[config.mk]
export PLATFORM = sky130hd
export DESIGN_NAME = sample_sequencer
export DESIGN_NICKNAME = d
export VERILOG_FILES = /design/src/rtl/sample_sequencer.sv
export SDC_FILE = /design/constraint.sdc
export NUM_CORES = 1
export LEC_CHECK = 0
export ABC_AREA = 1
export BUFFER_PORTS_ARGS = -buffer_cell sky130_fd_sc_hd__buf_2
export CAP_MARGIN = 20
export CORE_ASPECT_RATIO = 1.2
export CORE_UTILIZATION = 25
export DETAILED_ROUTE_END_ITERATION = 10
export SLEW_MARGIN = 30
export SYNTH_ARGS = -nofsm -noshare
export SYNTH_HDL_FRONTEND = slang
export SYNTH_SLANG_ARGS = --single-unit
export TNS_END_PERCENT = 1
[constraint.sdc]
create_clock -name sysClk -period 2.2 [get_ports sysClk]
set_clock_uncertainty 0.15 [all_clocks]
set_input_delay 0 -clock sysClk [delete_from_list [all_inputs] [get_ports sysClk]]
set_output_delay 0 -clock sysClk [all_outputs]
set_load 0.01 [all_outputs]
[src/rtl/sample_sequencer.sv]
// sample_sequencer
//
// Per-sample control sequencer for an audio path: on each sampleTick it reads one
// sample from the ADC, optionally routes it through an effect block, and writes the
// result to the DAC. Every stage has a watchdog so a stuck peripheral cannot hang
// the sequencer past one sample period.
//
// Ports
//   sysClk       in   system clock (single domain)
//   rstN         in   asynchronous active-low reset
//   sampleTick   in   one-cycle pulse per sample period
//   bypass       in   1 = skip effect stage (sampled when the ADC handshake completes)
//   clrStatus    in   synchronous clear of overrunCnt / timeoutFlag
//   adcReq       out  ADC read request (level)
//   adcAck       in   ADC data valid (one cycle)
//   adcData      in   ADC sample
//   fxStart      out  effect start (one-cycle pulse)
//   fxIn         out  captured ADC sample presented to the effect
//   fxDone       in   effect result valid (one cycle)
//   fxOut        in   effect result
//   dacReq       out  DAC write request (level)
//   dacAck       in   DAC accepted dacData (one cycle)
//   dacData      out  sample to DAC, held until the next write
//   busy         out  high whenever the sequencer is not idle
//   overrunCnt   out  saturating count of ticks dropped while busy
//   timeoutFlag  out  sticky: a stage watchdog expired
//
// All outputs are registered and updated from the single FSM process.

module sample_sequencer #(
  parameter int unsigned DATA_W  = 16,
  parameter int unsigned TIMEOUT = 2000
) (
  input  logic              sysClk,
  input  logic              rstN,
  input  logic              sampleTick,
  input  logic              bypass,
  input  logic              clrStatus,
  output logic              adcReq,
  input  logic              adcAck,
  input  logic [DATA_W-1:0] adcData,
  output logic              fxStart,
  output logic [DATA_W-1:0] fxIn,
  input  logic              fxDone,
  input  logic [DATA_W-1:0] fxOut,
  output logic              dacReq,
  input  logic              dacAck,
  output logic [DATA_W-1:0] dacData,
  output logic              busy,
  output logic [7:0]        overrunCnt,
  output logic              timeoutFlag
);

  // Watchdog wide enough to hold TIMEOUT itself.
  localparam int unsigned    WdW    = $clog2(TIMEOUT + 1);
  localparam logic [WdW-1:0] WdLast = WdW'(TIMEOUT - 1);
  localparam logic [WdW-1:0] WdOne  = WdW'(1);

  typedef enum logic [1:0] {
    StIdle,
    StAdc,
    StFx,
    StDac
  } stateT;

  stateT          state;
  logic [WdW-1:0] wdCnt;
  logic           wdExpired;
  logic           tickDrop;

  // The watchdog counts cycles already spent in the stage; the stage is abandoned on
  // the edge that would make it TIMEOUT, so a stage lasts at most TIMEOUT cycles.
  always_comb begin
    wdExpired = (state != StIdle) && (wdCnt == WdLast);
    tickDrop  = sampleTick && (state != StIdle);
  end

  always_ff @(posedge sysClk or negedge rstN) begin
    if (!rstN) begin
      state       <= StIdle;
      adcReq      <= 1'b0;
      fxStart     <= 1'b0;
      fxIn        <= '0;
      dacReq      <= 1'b0;
      dacData     <= '0;
      busy        <= 1'b0;
      overrunCnt  <= 8'd0;
      timeoutFlag <= 1'b0;
      wdCnt       <= '0;
    end else begin
      // fxStart is a pulse: only the ADC->FX transition raises it, for one cycle.
      fxStart <= 1'b0;

      // Status: a drop in the same cycle as a clear still counts.
      if (tickDrop) begin
        if (overrunCnt != 8'hFF) begin
          overrunCnt <= overrunCnt + 8'd1;
        end
      end else if (clrStatus) begin
        overrunCnt <= 8'd0;
      end

      // A watchdog expiry below overrides this clear, since it is assigned later.
      if (clrStatus) begin
        timeoutFlag <= 1'b0;
      end

      unique case (state)
        StIdle: begin
          wdCnt <= '0;
          if (sampleTick) begin
            state  <= StAdc;
            adcReq <= 1'b1;
            busy   <= 1'b1;
          end
        end

        StAdc: begin
          if (adcAck) begin
            fxIn   <= adcData;
            adcReq <= 1'b0;
            wdCnt  <= '0;
            if (bypass) begin
              dacData <= adcData;
              dacReq  <= 1'b1;
              state   <= StDac;
            end else begin
              fxStart <= 1'b1;
              state   <= StFx;
            end
          end else if (wdExpired) begin
            state       <= StIdle;
            adcReq      <= 1'b0;
            dacReq      <= 1'b0;
            busy        <= 1'b0;
            timeoutFlag <= 1'b1;
            wdCnt       <= '0;
          end else begin
            wdCnt <= wdCnt + WdOne;
          end
        end

        StFx: begin
          if (fxDone) begin
            dacData <= fxOut;
            dacReq  <= 1'b1;
            state   <= StDac;
            wdCnt   <= '0;
          end else if (wdExpired) begin
            state       <= StIdle;
            adcReq      <= 1'b0;
            dacReq      <= 1'b0;
            busy        <= 1'b0;
            timeoutFlag <= 1'b1;
            wdCnt       <= '0;
          end else begin
            wdCnt <= wdCnt + WdOne;
          end
        end

        StDac: begin
          if (dacAck) begin
            dacReq <= 1'b0;
            busy   <= 1'b0;
            state  <= StIdle;
            wdCnt  <= '0;
          end else if (wdExpired) begin
            // dacData is deliberately left as-is: the DAC keeps the last good value.
            state       <= StIdle;
            adcReq      <= 1'b0;
            dacReq      <= 1'b0;
            busy        <= 1'b0;
            timeoutFlag <= 1'b1;
            wdCnt       <= '0;
          end else begin
            wdCnt <= wdCnt + WdOne;
          end
        end
      endcase
    end
  end

endmodule

== Yosys cells after proc, flatten, opt, wreduce, memory -nomap -nowiden ==
Index checks and enable logic that the tools add are counted.
Cells by class
  equality and inequality tests: 14
  mux-type cells: 45
  $add $sub $neg: 2
  reductions and logical operators: 13
Operators with widths (number)
  $mux W16: 3
  $mux W11: 4
  $pmux W11 S4: 1
  $pmux W16 S2: 1
  $mux W8: 3
  $mux W1: 23
  $ne A2 B2 Y1 const B: 7
  $add A11 B1 Y11 const B: 1
  $eq A11 B11 Y1 const B: 1
  $mux W2: 5
  $add A8 B1 Y8 const B: 1
  $ne A8 B8 Y1 const B: 1
  $pmux W1 S4: 2
  $pmux W2 S4: 1
  $pmux W1 S3: 2
  $reduce_and A2 Y1: 3
  $reduce_and A3 Y1: 2
  $reduce_bool A2 Y1: 3
  $eq A2 B2 Y1 const B: 2
  $reduce_and A4 Y1: 1
  $ne A3 B3 Y1 const B: 1
  $reduce_bool A3 Y1: 1
  $eq A2 B1 Y1 const B: 1
  $logic_and A1 B1 Y1: 2
  2 further kinds: 2
Storage, ports and cells
  register bits after elaboration: 58
  output and inout bits: 45

== Longest topological paths before layout ==
  depth after elaboration: 5
  depth in mapped cells: 11
  depth with buffers taken out: 10

== Worst setup path after synthesis ==
OpenSTA, ideal clock, no wires.
  path kind: register to register
  from: reg state[0]
  to: reg dacData[10]
  cell stages (with the launch flop): 11
  arrival: 1.378 ns
  required time: 1.933 ns
  setup time: 0.117 ns
  setup slack: 0.555 ns
  path through: dfrtp_1 -> inv_1 -> ha_1 -> buf_4 -> nand2_2 -> o21ai_2 -> o211ai_4 -> inv_4 -> buf_6 -> nand2_1 -> nand2_1
On the way
  longest elaborated chain between the ends: 3
  elaborated cells between the ends (all ways): 8
RTL lines
  start, declared: line 66  | stateT state;
  start signal, assigned: line 80  | state <= StIdle;
  start signal, assigned: line 112  | state <= StAdc;
  start signal, assigned: line 126  | state <= StDac;
  $eq A2 B2 Y1 or $eq A2 B1 Y1 (tied branches): line 108  | unique case (state)
  $ne A2 B2 Y1 (no line) or $reduce_bool A2 Y1 (tied branches)
  $reduce_and A4 Y1 (no line)
  end signal, assigned: line 124  | dacData <= adcData;
  end signal, assigned: line 145  | dacData <= fxOut;
  end, declared: line 48  | output logic [DATA_W-1:0] dacData,
Parallel ways exist; a longest one is shown, timed or not.
A chain may end at the register's enable or synchronous reset.

== Worst setup path after layout ==
Ends and elaborated chain as after synthesis.

==> flow_metrics.env <==
export IMPL_cts_tree="built"
export IMPL_die_h_um=122
export IMPL_fillers=1218
export IMPL_synth_ff_type="dfrtp_1"
export IMPL_grt_max_degree=58
export IMPL_post_cts_setup_buffers=0
export IMPL_cts_sinks=58
export IMPL_hold_path_depth=5
export IMPL_rows=43
export IMPL_dr_wl_met3_um=446
export IMPL_post_route_cell_area_um2=4300
export IMPL_finalHoldViolCount=0
export IMPL_diodes=0
export IMPL_syn_num_nets=440
export IMPL_synth_seq_cells=58
export IMPL_place_area_um2=3590
export IMPL_ff2ff_setup_slack_ns=0.19
export IMPL_grt_util_all_layers_pct=14.2
export IMPL_fmax_mhz=498
export IMPL_peakVddDrop_mv=0.559
export IMPL_yosysSeqAreaShare_pct=48.6
export IMPL_dp_hpwl_mm=5.67
export IMPL_finalCritPeriodShare_pct=91.3
export IMPL_yosys_top_cells_area="dfrtp_1 (49%), nand2_1 (18%), o21ai_0 (7.0%), inv_1 (6.0%), nor2_1 (3.8%)"
export IMPL_drc=0
export IMPL_dr_pass1_iters=4
export IMPL_cap_violations=0
export IMPL_netlist_instances=394
export IMPL_drv_slew=0
export IMPL_wl_per_cell_um=12.0
export IMPL_yosysTopAreaCell="dfrtp_1"
export IMPL_slew_headroom_pct=64.0
export IMPL_clkTransAtPathRegs_ns=0.05
export IMPL_drt_iter0_markers=203
export IMPL_rsz0062_at_grt="false"
export IMPL_vias=2958
export IMPL_coreArea_um2=11600
export IMPL_powerDensity_nw_per_um2=1190
export IMPL_numCtsBuffers=9
export IMPL_synthArstFlopShare_pct=100
export IMPL_dr_max_layer_used="met4"
export IMPL_worst_pin_slew_ns=0.537
export IMPL_grt_pass1_vias=2884
export IMPL_grt_overflow_total=0
export IMPL_cts_buffer_depth=2
export IMPL_die_w_um=102
export IMPL_ys_top_cells_by_count="nand2_1 (140), dfrtp_1 (58), inv_1 (48), o21ai_0 (42), nor2_1 (30)"
export IMPL_synth_most_common_cell="nand2_1"
export IMPL_seqCellArea_um2=1450
export IMPL_io_buffers=84
export IMPL_setup_viol=0
export IMPL_crit_type="reg -> reg"
export IMPL_via_per_inst=4.32
export IMPL_drive_above_1_share_pct=21.6
export IMPL_synth_top_cell_area_share_pct=48.6
export IMPL_yosysUniqueCellTypes=28
export IMPL_antenna_found_initial=0
export IMPL_synth_avg_cell_area_um2=7.58
export IMPL_cp_max_fo=17
export IMPL_syn_cell_area_um2=2990
export IMPL_multi_input_area_um2=1290
export IMPL_cp_required_ns=2.31
export IMPL_num_io_pins=85
export IMPL_setup_tns_ns=0
export IMPL_cts_root_buf="clkbuf_16"
export IMPL_min_path_type="in -> reg"
export IMPL_r2r_cells=8
export IMPL_clk_latency_ns=0.33
export IMPL_leakagePower_nw=2.26
export IMPL_wl_met1_mm=3.71
export IMPL_nets=568
export IMPL_syn_to_final_growth_pct=43.9
export IMPL_cts_resized=0
export IMPL_cts_hold_buf=39
export IMPL_htreeDepth=3
export IMPL_fp_dieArea_um2=12400
export IMPL_whs_endpoint="dacReq$_DFFE_PN0P_"
export IMPL_yosys_warnings=0
export IMPL_period_minus_slack_ns=2.01
export IMPL_dr_wl_met2_mm=3.93
export IMPL_status="complete, no violations"
export IMPL_wl_mm=8.19
export IMPL_synth_edff_count=0
export IMPL_r2r_start="state[0]$_DFFE_PN0P_"
export IMPL_place_congestion=0.873
export IMPL_start_util_pct=25.7
export IMPL_worstHoldStart="adcAck"
export IMPL_grt_first_pass_wirelength_mm=13.7
export IMPL_startpoint_type="register"
export IMPL_crit_arrival_ns=2.12
export IMPL_r2r_end="dacData[10]$_DFFE_PN0P_"
export IMPL_critPathCaptureType="register"
export IMPL_drt_antenna_violating_nets=0
## worst max path at each step
stage                                          to            startpoint  depth (start not counted)
final                     dacData[10]$_DFFE_PN0P_  state[0]$_DFFE_PN0P_                          8
after global routing       dacData[8]$_DFFE_PN0P_  state[0]$_DFFE_PN0P_                          8
after CTS                 dacData[10]$_DFFE_PN0P_  state[0]$_DFFE_PN0P_                          8
after detailed placement   dacData[2]$_DFFE_PN0P_  state[0]$_DFFE_PN0P_                          8
after global placement     dacData[3]$_DFFE_PN0P_  state[0]$_DFFE_PN0P_                          8
after floorplan           dacData[10]$_DFFE_PN0P_  state[0]$_DFFE_PN0P_                         10
## logic make-up after synthesis
family | count (synthesis) | synth area share (%)
adders and majority gates | 6 | 2.51
xor gates and xnor gates | 4 | 1.17
buffers and inverters | 61 | 8.25
DFF | 58 | 48.6
and+or+nand+nor | 208 | 28.4
AOI/OAI and AO/OA | 57 | 11.0
## per-stage QoR
stage	power (mW)	hold WS, ns	cells	util (%)	setup slack, ns
after global routing	5.47	0.103	684	37.0	0.0588
after CTS	5.15	0.0262	684	37.0	0.188
after global placement	3.52	-0.344	629	30.9	0.310
final	5.10	0.0202	684	37.0	0.190
after floorplan	2.88	-0.446	394	-	0.555
after detailed placement	3.57	-0.346	629	30.9	0.189
## final cells by class
type	instances	share of cell area, %
clock inverters	6	2.10
flip-flops and latches	58	33.8
multi-input cells	275	30.0
well taps	157	4.57
clock buffers	10	5.33
repair buffers	126	19.7
inverters	52	4.60
## critical path, stage by stage (launching register included)
cell	delay [ns]
dfrtp_1	0.43
inv_1	0.11
ha_1	0.40
nand2_2	0.17
o21ai_2	0.11
o211ai_4	0.22
inv_4	0.22
nand2_1	0.07
nand2_1	0.07
## registers in the layout, indices dropped and copies added, names as in the netlist, 2 cells and up
| signal | cells |
|---|---|
| dacData | 16 |
| wdCnt | 11 |
| state | 2 |
| fxIn | 16 |
| overrunCnt | 8 |
## where the power goes
| group | switching (mW) | total (mW) | internal, mW |
|---|---|---|---|
| Clock | 0.513 | 1.51 | 0.995 |
| Sequential | 0.238 | 1.67 | 1.44 |
| Combinational | 1.19 | 1.92 | 0.728 |
## routing by layer
metal / global-route usage, % / up-vias
li1: - / 1499
met1: 17.9 / 1362
met2: 23.6 / 88
met3: 3.84 / 9
met4: 4.44 / 0
met5: 0 / -
## placed cells by master, fill, tap and decap left out
cell           synthesis  routed
inv_4                  1       1
a21oi_1                6       6
clkinvlp_4             0       1
xor2_1                 3       3
buf_4                  2       2
clkbuf_16              0       9
inv_6                  0       1
dfrtp_1               58      58
nand4_1                5       5
a21boi_4               1       1
nor2_1                30      30
ha_1                   6       6
nand3_1               21      21
inv_1                 48      48
clkbuf_1               6       1
nand3b_1               2       2
clkinv_4               0       1
nand2_1              140     140
o21ai_2                1       1
buf_12                 0       1
nor3_2                 1       1
buf_2                  0      84
bufinv_16              0       2
clkinv_2               0       1
o211ai_4               1       1
nor2_2                 1       1
nand2_2                2       2
nor3_1                 5       5
a31oi_1                2       2
xnor2_1                1       1
a21boi_0               3       3
o21ai_1                1       1
or2_2                  1       1
inv_2                  3       3
o21ai_0               42      42
dlygate4sd3_1          0      39
No activity file was read; power rests on OpenSTA's default activity.
